--- src/rtl/cache_arbiter.sv ---
// Two-port round-robin front end for the shared direct-mapped cache.
// One request is latched and held on the cache command lines until c_done arrives or the watchdog fires.
module cache_arbiter #(
  parameter int memory_bits = 5,
  parameter int memory_size = 32,
  parameter int TIMEOUT     = 15,
  parameter int TO_BITS     = 4
) (
  input  logic                   clk,
  input  logic                   reset,
  input  logic                   req0,
  input  logic                   req1,
  input  logic                   we0,
  input  logic                   we1,
  input  logic [memory_bits-1:0] addr0,
  input  logic [memory_bits-1:0] addr1,
  input  logic [memory_size-1:0] wdata0,
  input  logic [memory_size-1:0] wdata1,
  output logic                   ack0,
  output logic                   ack1,
  output logic                   err,
  output logic [memory_size-1:0] rdata,
  output logic                   busy,
  output logic [memory_bits-1:0] c_addr,
  output logic                   c_read,
  output logic                   c_write,
  output logic [memory_size-1:0] c_wdata,
  input  logic [memory_size-1:0] c_rdata,
  input  logic                   c_done
);
  typedef struct packed {
    logic                   we;
    logic [memory_bits-1:0] addr;
    logic [memory_size-1:0] wdata;
  } req_t;

  typedef enum logic [1:0] {IDLE, BUSY, RESP} state_t;

  state_t             state;
  req_t [1:0]         rq;
  logic [1:0]         req;
  logic [1:0]         ack;
  logic               gnt;
  logic               last_grant;
  logic               pick;
  logic [TO_BITS-1:0] wd;

  assign req   = {req1, req0};
  assign rq[0] = {we0, addr0, wdata0};
  assign rq[1] = {we1, addr1, wdata1};
  // On a tie the port that did not win last time goes next.
  assign pick  = (req[0] & req[1]) ? ~last_grant : req[1];
  assign ack0  = ack[0];
  assign ack1  = ack[1];

  always_ff @(posedge clk or negedge reset) begin
    if (!reset) begin
      state      <= IDLE;
      last_grant <= 1'b1;
      gnt        <= 1'b0;
      wd         <= '0;
      ack        <= '0;
      err        <= 1'b0;
      rdata      <= '0;
      busy       <= 1'b0;
      c_read     <= 1'b0;
      c_write    <= 1'b0;
      c_addr     <= '0;
      c_wdata    <= '0;
    end else begin
      case (state)
        IDLE: begin
          if (|req) begin
            gnt        <= pick;
            last_grant <= pick;
            c_addr     <= rq[pick].addr;
            c_wdata    <= rq[pick].wdata;
            c_write    <= rq[pick].we;
            c_read     <= ~rq[pick].we;
            wd         <= '0;
            busy       <= 1'b1;
            state      <= BUSY;
          end
        end
        BUSY: begin
          // c_done takes priority over a watchdog expiry in the same cycle.
          if (c_done) begin
            rdata    <= c_write ? '0 : c_rdata;
            err      <= 1'b0;
            c_read   <= 1'b0;
            c_write  <= 1'b0;
            ack[gnt] <= 1'b1;
            state    <= RESP;
          end else if (wd == TO_BITS'(TIMEOUT - 1)) begin
            rdata    <= '0;
            err      <= 1'b1;
            c_read   <= 1'b0;
            c_write  <= 1'b0;
            ack[gnt] <= 1'b1;
            state    <= RESP;
          end else begin
            wd <= wd + TO_BITS'(1);
          end
        end
        RESP: begin
          ack   <= '0;
          busy  <= 1'b0;
          state <= IDLE;
        end
        default: state <= IDLE;
      endcase
    end
  end
endmodule

--- config.mk ---
export PLATFORM = sky130hd
export DESIGN_NAME = cache_arbiter
export DESIGN_NICKNAME = d
export VERILOG_FILES = /design/src/rtl/cache_arbiter.sv
export SDC_FILE = /design/constraint.sdc
export NUM_CORES = 1
export LEC_CHECK = 0
export BUFFER_PORTS_ARGS = -buffer_cell sky130_fd_sc_hd__buf_4
export CAP_MARGIN = 5
export CORE_ASPECT_RATIO = 0.8
export CORE_UTILIZATION = 45
export CTS_CLUSTER_DIAMETER = 80
export CTS_CLUSTER_SIZE = 16
export DETAILED_ROUTE_END_ITERATION = 6
export GPL_ROUTABILITY_DRIVEN = 0
export PLACE_DENSITY_LB_ADDON = 0.1
export SLEW_MARGIN = 40
export SYNTH_ARGS = -nofsm -noshare
export SYNTH_HDL_FRONTEND = slang
export SYNTH_SLANG_ARGS = --single-unit
--- constraint.sdc ---
create_clock -name clk -period 3.8 [get_ports clk]
set_input_delay 0.19 -clock clk [delete_from_list [all_inputs] [get_ports clk]]
set_output_delay 0.19 -clock clk [all_outputs]
set_load 0.02 [all_outputs]
==> flow_summary.json, run 1 <==
{
  "maxSlewViolCount": 0,
  "critPathLaunchType": "register",
  "grt_max_degree": 84,
  "drc": 0,
  "p_leak_nw": 2.652,
  "grt_pass1_vias": 2802,
  "min_path_type": "input pin to register",
  "cts_sinks": 83,
  "multi_input_area_mm2": 0.001411,
  "grt_usage_pct": 22.00,
  "max_freq_ghz": 0.4985,
  "design_area_mm2": 0.005361,
  "core_mm2": 0.007910,
  "numCtsBuffers": 9,
  "hold_viol": 0,
  "critical_path_arrival_ns": 2.24,
  "synthMuxAreaShare_pct": 11.05,
  "antenna_found_initial": 0,
  "ys_seq_area_share_pct": 56.81,
  "tritoncts": "done",
  "place_ws_ns": 1.764,
  "crit_fanout": 34,
  "drive_gt1_share_pct": 49.69,
  "synth-compound-area-share_pct": 23.87,
  "diodes": 0,
  "setup_viol": 0,
  "first_iter_violations": 140,
  "dieArea_mm2": 0.008497,
  "worst_clock_skew_ns": 0.01050,
  "rsz0062_at_grt": "no",
  "syn_area_per_cell_um2": 12.49,
  "synthArstFlopShare_pct": 100.0,
  "ys_seq_elements": 83,
  "core.rowCount": 29,
  "drt.antenna.violating_nets": 0,
  "overflow": 0,
  "finalNetCount": 591,
  "synth_cell_type_count": 38,
  "postLayoutSetupSlackWorst_ns": 1.794,
  "synth-main-ff-cell": "dfrtp_1",
  "routed-via-count": 3077,
  "period_share_pct": 52.79,
  "io-pin-count": 188,
  "maxSlewHeadroom_pct": 48.55,
  "synthCells": 293,
  "n_fill_cell": 642,
  "viasPerCell": 5.224,
  "clk_path_buf_depth": 2,
  "synth_edf_count": 0,
  "synthAdderAreaFrac_pct": 0.6840,
  "synthSimpleGateAreaFrac_pct": 2.975,
  "p_total_w": 0.004391,
  "cts_root_buf": "clkbuf_8",
  "yosys_warnings": 0,
  "htreeDepth": 3,
  "cap_viol_max_count": 0,
  "worst_pin_slew_ns": 0.7698,
  "place.port_buffers": 187,
  "clkTransAtPathRegs_ns": 0.09,
  "place_area_mm2": 0.005092,
  "initial_utilization_pct": 46.25,
  "dp_hpwl_um": 6441,
  "synth_top_family_by_area": "compound AO/OA/AOI/OAI gates",
  "wl_per_cell_um": 15.81,
  "routed_wl_um": 9314,
  "finalCriticalPeriod_ns": 2.006,
  "syn_nets": 408,
  "clock_latency_ns": 0.35,
  "tns_ns": 0,
  "firstDrtPassIters": 6,
  "dieWidth_um": 102.8,
  "syn_area_mm2": 0.003659,
  "peakVddDrop_uv": 399.1,
  "power_density_mw_per_mm2": 818.9,
  "grt_pass1_wl_um": 14120,
  "seq_area_mm2": 0.002078,
  "synthXorXnorAreaFrac_pct": 0,
  "cp.required_ns": 4.03,
  "criticalPathCategory": "register to register",
  "crit_path_end_kind": "register",
  "status": "finished, final reports clean",
  "area_growth_syn_to_layout_pct": 46.55,
  "fp.dieH_um": 82.65
}
critical path: stages (launching register included):
cell and delay [ns]:
dfrtp_1 0.38, inv_1 0.08, ha_1 0.23, a31o_2 0.27, nand2_2 0.48, inv_1 0.19
a22o_1 0.28
flip-flops by register name (all words and copies together) (netlist names), 2 cells and up:
signal	cells
ack	2
state	2
rdata	32
c_wdata	32
c_addr	5
wd	4
cells in the mapped netlist (all sizes together), types with 2 or more instances:
| cell | count | area, um2 |
|---|---|---|
| ha | 2 | 25.02 |
| nand2b | 2 | 20.02 |
| o21ai | 79 | 466.7 |
| nand3 | 2 | 10.01 |
| clkbuf | 8 | 31.28 |
| a22o | 33 | 289.0 |
| buf | 14 | 115.1 |
| dfrtp | 82 | 2052 |
| inv | 6 | 22.52 |
| mux2i | 37 | 370.4 |
| nand2 | 4 | 17.52 |
| a21boi | 2 | 26.28 |
| o22ai | 3 | 18.77 |
| mux2 | 3 | 33.78 |
| nor2b | 2 | 12.51 |
final timing paths:
path	cells after the start	startpoint	to	slack [ns]
worst max-delay path	6	wd[0]	ack[1]	1.79
worst min-delay path	2	c_rdata[26]	rdata[26]	0.05
worst max register to register	6	wd[0]	ack[1]	1.79
worst min register to register	2	ack[0]	ack[0]	0.51
max in group asynchronous	3	reset	last_grant	2.93
min in group asynchronous	2	reset	rdata[8]	0.25
cells by family after synthesis:
kind of cell    after synthesis
simple gates                 15
compound gates              125
fa+ha+maj                     2
buf+inv                      28
mux                          40
flops                        83
per-layer routing:
| metal | global-route usage [%] | wire [um] | part of all wire, % | up-vias |
|---|---|---|---|---|
| li1 | - | - | - | 1454 |
| met4 | 7.042 | 159 | 1.7 | 0 |
| met5 | 0 | 0 | 0 | - |
| met1 | 29.59 | 3989 | 43 | 1485 |
| met2 | 34.13 | 4413 | 47 | 127 |
| met3 | 6.818 | 751 | 8.1 | 11 |
repair_timing:
item                      4_1_cts  5_1_grt
hold buffers                    1        0
setup buffers                   0        0
resized for setup               0        0
hold endpoints to repair       82        0
power breakdown:
part | leakage (nW) | total, W | internal (W) | switching (W)
logic | 1.52 | 0.00219 | 0.000987 | 0.00120
clock network | 0.0973 | 0.000650 | 0.000313 | 0.000337
registers | 1.04 | 0.00156 | 0.00131 | 0.000248
total | 2.65 | 0.00439 | 0.00261 | 0.00178
cell type report:
type / instances / share of cell area, %
Inverter: 6 / 0.4201
Clock buffer: 9 / 2.310
Multi-Input combinational cell: 182 / 26.32
Sequential cell: 83 / 38.76
Clock inverter: 7 / 1.494
Timing Repair Buffer: 194 / 28.17
Tap cell: 108 / 2.520
cells in the final DEF, fill, tap and decap left out, drive strengths merged, types with 2 or more instances in the layout:
cell type,Yosys,layout
buf,14,193
nor2b,2,2
ha,2,2
o21ai,79,79
o22ai,3,3
mux2,3,3
nand2,4,4
clkinvlp,0,2
nand2b,2,2
clkbuf,8,9
inv,6,10
dfrtp,82,82
a21boi,2,2
a22o,33,33
mux2i,37,37
nand3,2,2
per-stage QoR:
| step | hold slack, ns | std cells | util [%] |
|---|---|---|---|
| 2_1_floorplan | -0.1056 | 293 | - |
| 3_3_place_gp | 0.4081 | 568 | 64.05 |
| 3_5_place_dp | 0.2918 | 570 | 64.38 |
| 4_1_cts | 0.03280 | 587 | 67.08 |
| 5_1_grt | 0.02922 | 589 | 67.78 |
| 6_report | 0.05338 | 589 | 67.78 |
Power figures use the tool's default switching activity.
==> run 2, diff against run 1 <==
==> constraint.sdc (replaced) <==
create_clock -name clk -period 2 [get_ports clk]
set_input_delay 0.1 -clock clk [delete_from_list [all_inputs] [get_ports clk]]
set_output_delay 0.1 -clock clk [all_outputs]
set_load 0.02 [all_outputs]
==> flow_summary.json, run 2 (synthesized netlist as in run 1, its figures left out) <==
{
  "criticalPathCategory": "register to register",
  "holdPathEnd": "c_wdata[1]",
  "overflow": 0,
  "routed-via-count": 3205,
  "reg2reg_from": "wd[0]",
  "grt_max_degree": 47,
  "drc": 0,
  "finalCriticalPeriod_ns": 1.741,
  "core.rowCount": 29,
  "period_share_pct": 87.06,
  "max_freq_ghz": 0.5743,
  "dieArea_mm2": 0.008497,
  "mostFrequentLayoutCell": "buf_4",
  "dp_hpwl_um": 6549,
  "grt_usage_pct": 22.91,
  "cp.required_ns": 2.26,
  "cts_root_buf": "clkbuf_8",
  "clk_path_buf_depth": 2,
  "finalNetCount": 625,
  "critPathLaunchType": "register",
  "fin_util_pct": 72.21,
  "critical_path_arrival_ns": 2.00,
  "r2r_cells": 6,
  "worst_pin_slew_ns": 0.5476,
  "reg_top3": "c_wdata x32, rdata x32, c_addr x5",
  "dieWidth_um": 102.8,
  "cap_viol_max_count": 0,
  "worst_clock_skew_ns": 0.01172,
  "firstDrtPassIters": 4,
  "hold_viol": 0,
  "drive_gt1_share_pct": 46.60,
  "n_fill_cell": 575,
  "initial_utilization_pct": 46.25,
  "fin_hold_ws_ns": 0.009812,
  "maxSlewViolCount": 0,
  "tns_ns": 0,
  "clock_latency_ns": 0.36,
  "power_density_mw_per_mm2": 1496,
  "diodes": 0,
  "crit_path_end_kind": "register",
  "wl_per_cell_um": 15.88,
  "p_leak_nw": 2.810,
  "viasPerCell": 5.144,
  "p_total_w": 0.008547,
  "setup_viol": 0,
  "worst_hold_startpoint": "wdata0[1]",
  "grt_pass1_wl_um": 14620,
  "routed_wl_um": 9896,
  "hold_path_depth": 3,
  "critPathLaunch": "wd[0]",
  "grt_pass1_vias": 3035,
  "tritoncts": "done",
  "hold_buffers": 34,
  "min_path_type": "input pin to register",
  "cts_sinks": 83,
  "peakVddDrop_uv": 982.4,
  "maxSlewHeadroom_pct": 63.49,
  "post_cts.repair.setup_buffers": 0,
  "regToRegEndpoint": "ack[1]",
  "rsz0062_at_grt": "no",
  "crit_fanout": 17,
  "core_mm2": 0.007910,
  "drt.antenna.violating_nets": 0,
  "clkTransAtPathRegs_ns": 0.09,
  "numCtsBuffers": 9,
  "layout_common_cells": "buf_4, dfrtp_1, o21ai_0, mux2i_1, dlygate4sd3_1",
  "place.port_buffers": 187,
  "fp.dieH_um": 82.65,
  "cts-resized-gates": 0,
  "first_iter_violations": 132,
  "htreeDepth": 3,
  "status": "finished, final reports clean",
  "area_growth_syn_to_layout_pct": 56.12,
  "antenna_found_initial": 0,
  "io-pin-count": 188,
  "reg2reg_slack_ns": 0.26
}
## run 2: cell types whose count changed in the layout (fill, tap and decap cells not counted), sizes merged
| cell | change |
|---|---|
| buf | +1 |
| clkinvlp | -2 |
| clkinv | +1 |
| bufinv | +1 |
| dlygate4sd3 | +33 |
## run 2: layer usage
metal  global-route usage, %  vias up  part of all wire (%)  wire length, um
met3                   6.397       17                   7.3              719
met1                   28.57     1539                    42             4111
met5                       0        -                     0                0
met4                   7.887        0                   1.8              174
li1                        -     1523                     -                -
met2                   38.60      126                    49             4891
## run 2: area by class of cell
cell class	count	area, um2	share of cell area, %
clock buffers	9	123.9	2.169
clock inverters	7	106.4	1.862
well taps	108	135.1	2.366
repair buffers	228	1834	32.11
flip-flops and latches	83	2078	36.39
multi-input cells	182	1411	24.71
inverters	6	22.52	0.3943
## run 2: critical path, stage by stage, from the launching register on
cell and delay, ns:
dfrtp_1 0.38, inv_1 0.08, ha_1 0.23, a31o_2 0.27
nand2_2 0.29, inv_1 0.15, a22o_1 0.25
## run 2: stage by stage
step,cells,setup slack (ns),instance area [um2]
floorplan,293,0.6136,3659
global placement,573,0.3222,5141
detailed placement,573,0.2588,5141
CTS,623,0.2471,5712
global route,623,0.1629,5712
finish,623,0.2588,5712
## run 2: how the worst max path moves through the flow
stage	endpoint	slack (ns)	cells after the start
after detailed placement	ack[1]	0.26	6
after floorplan	rdata[10]	0.61	6
final	ack[1]	0.26	6
after global placement	ack[1]	0.32	6
after global routing	ack[1]	0.16	6
after CTS	ack[1]	0.25	6
## run 2: where the power goes
group / switching, W / internal (W)
registers: 0.000472 / 0.00248
clock network: 0.000649 / 0.000727
logic: 0.00231 / 0.00191
total: 0.00343 / 0.00512
==> run 3, diff against run 2 <==
--- a/config.mk
+++ b/config.mk
@@ -13,7 +13,7 @@
 export CTS_CLUSTER_SIZE = 16
 export DETAILED_ROUTE_END_ITERATION = 6
 export GPL_ROUTABILITY_DRIVEN = 0
-export PLACE_DENSITY_LB_ADDON = 0.1
+export PLACE_DENSITY = 0.79
 export SLEW_MARGIN = 40
 export SYNTH_ARGS = -nofsm -noshare
 export SYNTH_HDL_FRONTEND = slang
==> flow_summary.json, run 3 (synthesized netlist as in run 1, its figures left out) <==
{
  "tritoncts": "done",
  "routed_wl_um": 9852,
  "cp_slowest_cell": "dfrtp_1",
  "htreeDepth": 3,
  "mostFrequentLayoutCell": "buf_4",
  "wl_per_cell_um": 15.79,
  "rsz0062_at_grt": "no",
  "p_leak_nw": 2.793,
  "cts_sinks": 83,
  "hold_viol": 0,
  "grt_pass1_wl_um": 14590,
  "core.rowCount": 29,
  "post_cts.repair.setup_buffers": 0,
  "dp_hpwl_um": 6695,
  "io-pin-count": 188,
  "place.port_buffers": 187,
  "cap_viol_max_count": 0,
  "worst_pin_slew_ns": 0.6205,
  "grt_max_degree": 50,
  "max_freq_ghz": 0.5926,
  "drc": 0,
  "firstDrtPassIters": 6,
  "initial_utilization_pct": 46.25,
  "clock_latency_ns": 0.35,
  "antenna_found_initial": 0,
  "drt.antenna.violating_nets": 0,
  "drive_gt1_share_pct": 46.41,
  "finalNetCount": 625,
  "cp.required_ns": 2.28,
  "critical_path_arrival_ns": 1.96,
  "dieWidth_um": 102.8,
  "grt_usage_pct": 22.46,
  "overflow": 0,
  "peakVddDrop_uv": 669.8,
  "first_iter_violations": 112,
  "routed-via-count": 3224,
  "tns_ns": 0,
  "max_stage_delay_ns": 0.38,
  "seq_area_mm2": 0.002078,
  "period_share_pct": 84.38,
  "power_density_mw_per_mm2": 1487,
  "crit_path_end_kind": "register",
  "finalCriticalPeriod_ns": 1.688,
  "fin_cells": 624,
  "worst_clock_skew_ns": 0.009336,
  "clk_path_buf_depth": 2,
  "setup_viol": 0,
  "dieArea_mm2": 0.008497,
  "grt_pass1_vias": 3094,
  "numCtsBuffers": 9,
  "critPathLaunchType": "register",
  "worstPathCellList": "inv_1 > ha_1 > a31o_2 > nand2_2 > buf_4 > a22o_1",
  "crit_fanout": 33,
  "hold_buffers": 34,
  "critPathBufInv": 2,
  "reg_top3": "c_wdata x32, rdata x32, c_addr x5",
  "multi_input_area_mm2": 0.001411,
  "layout_common_cells": "buf_4, dfrtp_1, o21ai_0, mux2i_1, dlygate4sd3_1",
  "n_fill_cell": 562,
  "viasPerCell": 5.167,
  "clkTransAtPathRegs_ns": 0.08,
  "min_path_type": "input pin to register",
  "dp.cells": 573,
  "core_mm2": 0.007910,
  "maxSlewViolCount": 0,
  "cts_root_buf": "clkbuf_8",
  "area_growth_syn_to_layout_pct": 55.51,
  "status": "finished, final reports clean",
  "cts-resized-gates": 0,
  "fp.dieH_um": 82.65,
  "criticalPathCategory": "register to register",
  "maxSlewHeadroom_pct": 58.63,
  "critPathTopFamily": "compound AO/OA/AOI/OAI gates"
}
-- run 3: stage by stage --
step / hold WS (ns) / area, um2 / util, % / setup slack [ns] / total power (W)
after floorplan: -0.1956 / 3659 / - / 0.6136 / 0.005415
after global placement: 0.1468 / 5129 / 64.84 / 0.4473 / 0.006988
after detailed placement: 0.1557 / 5129 / 64.84 / 0.3451 / 0.007128
after CTS: 0.007804 / 5687 / 71.89 / 0.3287 / 0.008480
after global routing: 0.01902 / 5687 / 71.89 / 0.2016 / 0.008963
final: 0.01559 / 5689 / 71.92 / 0.3124 / 0.008457
-- run 3: tightest hold or removal path, cell delays in order --
cell	delay, ns
buf_4	0.07
mux2i_1	0.06
o21ai_2	0.10
-- run 3: worst paths after layout --
check	startpoint	end	slack, ns	cells past startpoint
worst max-delay path	wd[0]	rdata[0]	0.31	6
worst min-delay path	wdata0[25]	c_wdata[25]	0.02	3
worst max register to register	wd[0]	rdata[0]	0.31	6
worst min register to register	gnt	ack[0]	0.51	1
max in group asynchronous	reset	rdata[4]	1.06	3
min in group asynchronous	reset	rdata[15]	0.32	2
-- run 3: final cells by class --
type / count / area share (%)
inverter: 6 / 0.3959
antenna: 1 / 0.04399
clock buffer: 10 / 2.243
timing repair buffer: 228 / 32.02
multi-input combinational: 182 / 24.81
sequential: 83 / 36.53
clock inverter: 6 / 1.583
tap: 108 / 2.375
-- run 3: power by group --
part	total [W]	internal [W]	leakage (nW)	switching (W)
Sequential	0.00297	0.00248	1.04	0.000488
Combinational	0.00420	0.00189	1.65	0.00231
Clock	0.00129	0.000705	0.106	0.000582
-- run 3: metal layers --
layer | part of all wire [%] | vias to the layer above | GRT usage, % | wire length (um)
met2 | 50 | 122 | 38.13 | 4960
met3 | 5.0 | 23 | 5.303 | 497
li1 | - | 1522 | - | -
met5 | 0 | - | 0 | 0
met4 | 2.4 | 0 | 7.887 | 240
met1 | 42 | 1557 | 28.31 | 4154
